## src/rtl/cpu_divide_pkg.sv

```systemverilog
// Shared types and helpers for the RV32M divide/remainder unit.
package cpu_divide_pkg;

    localparam int unsigned XLEN  = 32;
    localparam int unsigned CNT_W = 5;

    localparam logic [CNT_W-1:0] LAST_ITER = 5'd31;
    localparam logic [XLEN-1:0]  INT_MIN   = 32'h8000_0000;

    // Low two bits of the RV32M funct3 encodings
    typedef enum logic [1:0] {
        OP_DIV  = 2'b00,
        OP_DIVU = 2'b01,
        OP_REM  = 2'b10,
        OP_REMU = 2'b11
    } div_op_e;

    typedef enum logic [1:0] {
        ST_IDLE   = 2'b00,
        ST_DIVIDE = 2'b01,
        ST_DONE   = 2'b10
    } div_state_e;

    function automatic logic op_is_signed(input div_op_e op);
        return (op == OP_DIV) || (op == OP_REM);
    endfunction

    function automatic logic op_is_rem(input div_op_e op);
        return (op == OP_REM) || (op == OP_REMU);
    endfunction

    // Unsigned magnitude; |INT_MIN| stays 0x80000000 when viewed unsigned
    function automatic logic [XLEN-1:0] magnitude(input logic [XLEN-1:0] x, input logic sgn);
        return (sgn && x[XLEN-1]) ? XLEN'(-x) : x;
    endfunction

endpackage

```

## src/rtl/cpu_divide_step.sv

```systemverilog
// One radix-2 restoring iteration: shift {R,Q} left, conditionally subtract divisor.
module cpu_divide_step
    import cpu_divide_pkg::*;
(
    input  logic [XLEN-1:0] i_rem,
    input  logic [XLEN-1:0] i_quo,
    input  logic [XLEN-1:0] i_divisor,
    output logic [XLEN-1:0] o_rem,
    output logic [XLEN-1:0] o_quo
);

    logic [XLEN:0] w_shift;
    logic          w_ge;

    // Partial remainder is always below the divisor, so 32 stored bits suffice
    assign w_shift = {i_rem, i_quo[XLEN-1]};
    assign w_ge    = w_shift >= {1'b0, i_divisor};
    assign o_rem   = w_ge ? XLEN'(w_shift - {1'b0, i_divisor}) : w_shift[XLEN-1:0];
    assign o_quo   = {i_quo[XLEN-2:0], w_ge};

endmodule

```

## src/rtl/cpu_divide.sv

```systemverilog
// Multi-cycle RV32M DIV/DIVU/REM/REMU unit with valid/ready request and one-cycle result strobe.
// CPU_DIVIDE_FAST_PATH_EN: divide-by-zero and signed overflow complete in one cycle.
module cpu_divide
    import cpu_divide_pkg::*;
(
    input  logic            i_clock,
    input  logic            i_reset_n,
    input  logic            i_valid,
    output logic            o_ready,
    input  logic [1:0]      i_op,
    input  logic [XLEN-1:0] i_op1,
    input  logic [XLEN-1:0] i_op2,
    input  logic            i_flush,
    output logic            o_valid,
    output logic [XLEN-1:0] o_result
);

    div_state_e       r_state;
    div_state_e       w_state_next;
    div_op_e          r_op;
    logic [XLEN-1:0]  r_rem;
    logic [XLEN-1:0]  r_quo;
    logic [XLEN-1:0]  r_divisor;
    logic [XLEN-1:0]  r_special_res;
    logic [XLEN-1:0]  r_result;
    logic             r_neg_q;
    logic             r_neg_r;
    logic             r_special;
    logic [CNT_W-1:0] r_count;

    div_op_e          w_op_in;
    logic             w_accept;
    logic             w_in_signed;
    logic             w_div_zero;
    logic             w_overflow;
    logic             w_special_in;
    logic             w_fast;
    logic             w_last_iter;
    logic [XLEN-1:0]  w_special_val;
    logic [XLEN-1:0]  w_rem_next;
    logic [XLEN-1:0]  w_quo_next;
    logic [XLEN-1:0]  w_final;

    assign w_op_in      = div_op_e'(i_op);
    assign w_accept     = i_valid && (r_state == ST_IDLE) && !i_flush;
    assign w_in_signed  = op_is_signed(w_op_in);
    assign w_div_zero   = (i_op2 == '0);
    assign w_overflow   = w_in_signed && (i_op1 == INT_MIN) && (i_op2 == '1);
    assign w_special_in = w_div_zero || w_overflow;
    assign w_last_iter  = (r_count == LAST_ITER);

`ifdef CPU_DIVIDE_FAST_PATH_EN
    assign w_fast = w_special_in;
`else
    assign w_fast = 1'b0;
`endif

    // Architecturally defined results for divide-by-zero and INT_MIN / -1
    always_comb begin
        w_special_val = '0;
        if (w_div_zero) begin
            w_special_val = op_is_rem(w_op_in) ? i_op1 : '1;
        end else begin
            w_special_val = op_is_rem(w_op_in) ? '0 : INT_MIN;
        end
    end

    cpu_divide_step u_step (
        .i_rem     (r_rem),
        .i_quo     (r_quo),
        .i_divisor (r_divisor),
        .o_rem     (w_rem_next),
        .o_quo     (w_quo_next)
    );

    // Sign fix-up of the final iteration's output, or the forced special value
    always_comb begin
        w_final = '0;
        if (r_special) begin
            w_final = r_special_res;
        end else if (op_is_rem(r_op)) begin
            w_final = r_neg_r ? XLEN'(-w_rem_next) : w_rem_next;
        end else begin
            w_final = r_neg_q ? XLEN'(-w_quo_next) : w_quo_next;
        end
    end

    always_comb begin
        w_state_next = r_state;
        case (r_state)
            ST_IDLE:   if (w_accept) w_state_next = w_fast ? ST_DONE : ST_DIVIDE;
            ST_DIVIDE: if (w_last_iter) w_state_next = ST_DONE;
            ST_DONE:   w_state_next = ST_IDLE;
            default:   w_state_next = ST_IDLE;
        endcase
        if (i_flush) w_state_next = ST_IDLE;
    end

    always_ff @(posedge i_clock) begin
        if (!i_reset_n) r_state <= ST_IDLE;
        else            r_state <= w_state_next;
    end

    // Operand capture, iteration and result register
    always_ff @(posedge i_clock) begin
        if (!i_reset_n) begin
            r_op          <= OP_DIV;
            r_rem         <= '0;
            r_quo         <= '0;
            r_divisor     <= '0;
            r_special_res <= '0;
            r_result      <= '0;
            r_neg_q       <= 1'b0;
            r_neg_r       <= 1'b0;
            r_special     <= 1'b0;
            r_count       <= '0;
        end else if (w_accept) begin
            r_op          <= w_op_in;
            r_divisor     <= magnitude(i_op2, w_in_signed);
            r_quo         <= magnitude(i_op1, w_in_signed);
            r_rem         <= '0;
            r_neg_q       <= w_in_signed && (i_op1[XLEN-1] ^ i_op2[XLEN-1]);
            r_neg_r       <= w_in_signed && i_op1[XLEN-1];
            r_special     <= w_special_in;
            r_special_res <= w_special_val;
            r_count       <= '0;
            if (w_fast) r_result <= w_special_val;
        end else if ((r_state == ST_DIVIDE) && !i_flush) begin
            r_rem   <= w_rem_next;
            r_quo   <= w_quo_next;
            r_count <= r_count + CNT_W'(1);
            if (w_last_iter) r_result <= w_final;
        end
    end

    assign o_ready  = (r_state == ST_IDLE);
    assign o_valid  = (r_state == ST_DONE);
    assign o_result = r_result;

endmodule

```

## config.mk

```make
export PLATFORM = sky130hd
export DESIGN_NAME = cpu_divide
export DESIGN_NICKNAME = d
export VERILOG_FILES = /design/src/rtl/cpu_divide_pkg.sv /design/src/rtl/cpu_divide_step.sv /design/src/rtl/cpu_divide.sv
export SDC_FILE = /design/constraint.sdc
export NUM_CORES = 1
export LEC_CHECK = 0
export ABC_AREA = 1
export BUFFER_PORTS_ARGS = -buffer_cell sky130_fd_sc_hd__buf_2
export CORE_MARGIN = 2
export CORE_UTILIZATION = 43
export DETAILED_ROUTE_END_ITERATION = 8
export SLEW_MARGIN = 20
export SYNTH_ARGS = -nofsm -noshare
export SYNTH_HDL_FRONTEND = slang
export SYNTH_SLANG_ARGS = --single-unit
```

## constraint.sdc

```tcl
create_clock -name i_clock -period 3.7 [get_ports i_clock]
set_input_delay 0.37 -clock i_clock [delete_from_list [all_inputs] [get_ports i_clock]]
set_output_delay 0.37 -clock i_clock [all_outputs]
set_load 0.02 [all_outputs]
```

==> results.cfg <==
[setup_path]
worst-r2r-cell-count = 24
critical_path.max_fanout = 8
worstSetupStartpoint = r_divisor[31]
critical_path_arrival_ns = 3.82
slowest_delay_ns = 0.33
critPathCapture = o_result[26]
crit_type = reg -> reg
r2r_start = r_divisor[31]
r2r_end = o_result[26]
critPathLaunchType = register
cp_cell_sequence = inv_1 > ha_1 > inv_2 > nor2_4 > nand2_1 > buf_4 > nor4_4 > nand2_4 > nand2_8 > buf_8 > nand2_2 > o21ai_4 > ha_2 > nand3_2 > nor2_2 > nand3_2 > nor2_4 > nand3_1 > nand2_1 > nand2_1 > nand3_1 > nand2_1 > nand2_1 > a21oi_1
cp_slowest_cell = nor4_4
ff2ff_setup_slack_ns = 0.19
required_ns = 4.01
cpMostUsedCell = nand2_1
end_kind = register

[place]
gp_congestion = 0.947
dp_slack_ns = -0.176
port-buffer-count = 103
hpwl_mm = 38.8

[yosys]
synth_fp_nets = 2307
ys_seq_elements = 171
syn_area_per_cell_um2 = 6.12
async_reset_ff_share_pct = 0
ys_types = 55
synth_flop_cell = dfxtp_1
synth_edf_count = 0
ys_seq_area_share_pct = 25.5
syn_area_um2 = 13500
postSynthCellCount = 2197
yosys_warnings = 0

[clock_network]
root_buffer = clkbuf_16
cts_tree = yes
clock_path_buffers = 2
cts_hold_buf = 0
clk_pin_slew_ns = 0.07
cts_sinks = 171
insertion_delay_ns = 0.47
htreeDepth = 4
cts_buffers = 17

[floorplan]
die_x_um = 181
ios = 104
initial_core_util_pct = 43.9
die_area_um2 = 32700
coreArea_um2 = 30700
core.rowCount = 64
die_y_um = 181

[hold_path]
hp-class = in -> reg

[layout]
seqCellArea_um2 = 3450
nFillCells = 3181
multi_input_area_um2 = 8990
utilization_pct = 54.2
layout-drive-gt1-share_pct = 21.8
synthToLayoutAreaGrowth_pct = 23.5
diodes = 0
fin_nets = 2514

[timing]
drv_slew = 0
setup_viol = 0
max_freq_mhz = 285
min_period_ns = 3.51
skew_ns = 0.0143
hold_viol_final = 0
post-route-period-util_pct = 94.8
rsz0062_at_grt = yes
slew_headroom_pct = 23.7
tightest_slew_ns = 1.14
setup_tns_ns = 0
final.setup.worst_slack_ns = 0.193

[detailed_routing]
dr_wl_met2_mm = 22.5
drcViolationCount = 0
m1WireLength_mm = 25.2
wl_mm = 52.8
vias = 15400
highest_layer = met4
drt_iter0_markers = 1480
routed_via_density = 5.47
route.met3.wl_mm = 3.81
dr.pass1.iters = 6
routedWlPerCell_um = 18.8
detail-route-antenna-nets = 0

[global_route]
grt_first_pass_wirelength_mm = 79.8
grt_pass1_vias = 14100
track_usage_pct = 31.4
grt_max_degree = 71
antenna_found_initial = 2
grt_overflow = 0

[pwr]
leakage_nw = 7.83
peakVddDrop_mv = 0.373
total_power_w = 0.00680
cellPowerDensity_nw_per_um2 = 409

[outcome]
status = complete, no violations

[job]
maxCapViolCount = 0
report_power, final:
part	internal (W)	switching, W
logic	0.00106	0.00183
registers	0.00190	0.0000572
clock network	0.00107	0.000880
cell type report:
class	count	share of cell area (%)
Multi-Input combinational cell	1621	54.1
Tap cell	396	2.98
Sequential cell	171	20.8
Timing Repair Buffer	282	11.4
Clock buffer	20	2.81
Clock inverter	12	0.904
Inverter	311	7.05
layer usage:
| metal | GRT usage, % | vias to the layer above |
|---|---|---|
| li1 | - | 7547 |
| met1 | 46.1 | 7170 |
| met4 | 10.2 | 0 |
| met3 | 4.86 | 69 |
| met5 | 0 | - |
| met2 | 46.8 | 593 |
registers in the layout, indices dropped and copies added (netlist names):
signal,cells
o_result,32
r_count,5
r_divisor,32
r_neg_q,1
r_neg_r,1
r_op,1
r_quo,32
r_rem,32
r_special,1
r_special_res,32
r_state,2
metrics by stage:
stage	instances	cell area [um^2]	hold WS, ns
detailed placement	2775	15400	0.438
global route	2813	16600	0.237
global placement	2775	15400	0.438
CTS	2808	16100	0.206
finish	2813	16600	0.212
floorplan	2197	13500	0.423
cells in the mapped netlist (6+ instances only):
master,number,share of area (%)
clkbuf_1,74,2.1
inv_2,6,0.17
dfxtp_1,171,25
nand2_1,566,16
o21bai_1,15,0.84
nand3_1,154,5.7
o32ai_1,24,1.6
o211ai_1,36,2.0
a21oi_2,6,0.39
nor2_4,8,0.67
inv_1,303,8.5
or2_2,8,0.37
nand2_2,40,1.9
nor2_1,190,5.3
xnor2_1,13,0.85
nor3_1,32,1.2
o21ai_0,139,5.2
ha_1,39,3.6
buf_1,8,0.22
a31oi_1,12,0.56
o31ai_1,9,0.50
nor4_1,11,0.51
buf_6,6,0.50
o21ai_1,10,0.37
a21oi_1,165,6.1
nand4_1,24,1.1
nor2_2,18,0.84
xor2_1,59,3.8
worst min path at each step:
stage	cells after the start	from	endpoint
after floorplan	2	r_special_res[1]	r_special_res[1]
after global placement	2	r_special_res[31]	r_special_res[31]
after detailed placement	2	r_special_res[31]	r_special_res[31]
after CTS	3	i_op2[0]	r_divisor[0]
after global routing	3	i_op2[0]	r_divisor[0]
final	3	i_op2[0]	r_divisor[0]
cell families after synthesis:
group / after synthesis / synth area share (%)
compound gates: 434 / 18.8
xor+xnor: 72 / 4.69
fa+ha+maj: 40 / 3.78
buf+inv: 405 / 11.8
flops: 171 / 25.5
simple gates: 1075 / 35.4
worst max-delay path, delay by kind of cell (launching register included):
kind | cells | cell delay [ns]
adder cells (fa/ha/maj) | 2 | 0.50
AO/OA/AOI/OAI | 2 | 0.12
buffers and inverters | 4 | 0.43
flip-flops | 1 | 0.31
AND/OR/NAND/NOR | 16 | 1.99
cells in the final DEF (no fill, tap or decap), types with 13 or more instances in the layout:
master | synthesis | final
a21oi_1 | 165 | 160
nand2_2 | 40 | 56
dfxtp_1 | 171 | 151
o21bai_1 | 15 | 15
buf_2 | 5 | 103
xor2_1 | 59 | 59
nor3_1 | 32 | 30
dfxtp_2 | 0 | 20
o21ai_0 | 139 | 138
inv_1 | 303 | 290
xnor2_1 | 13 | 13
o32ai_1 | 24 | 24
nand3_1 | 154 | 148
inv_2 | 6 | 17
nand4_1 | 24 | 24
o211ai_1 | 36 | 36
ha_4 | 0 | 29
nand2_1 | 566 | 547
nor2_1 | 190 | 182
buf_4 | 0 | 176
clkbuf_16 | 0 | 17
nor2_2 | 18 | 23
timing repair:
item	4_1_cts	5_1_grt
hold endpoints to repair	0	0
endpoints found under the setup margin	6	26
pin swaps	8	22
buffers inserted	1	5
gates resized for setup	20	100
(Power assumes the default switching activity.)
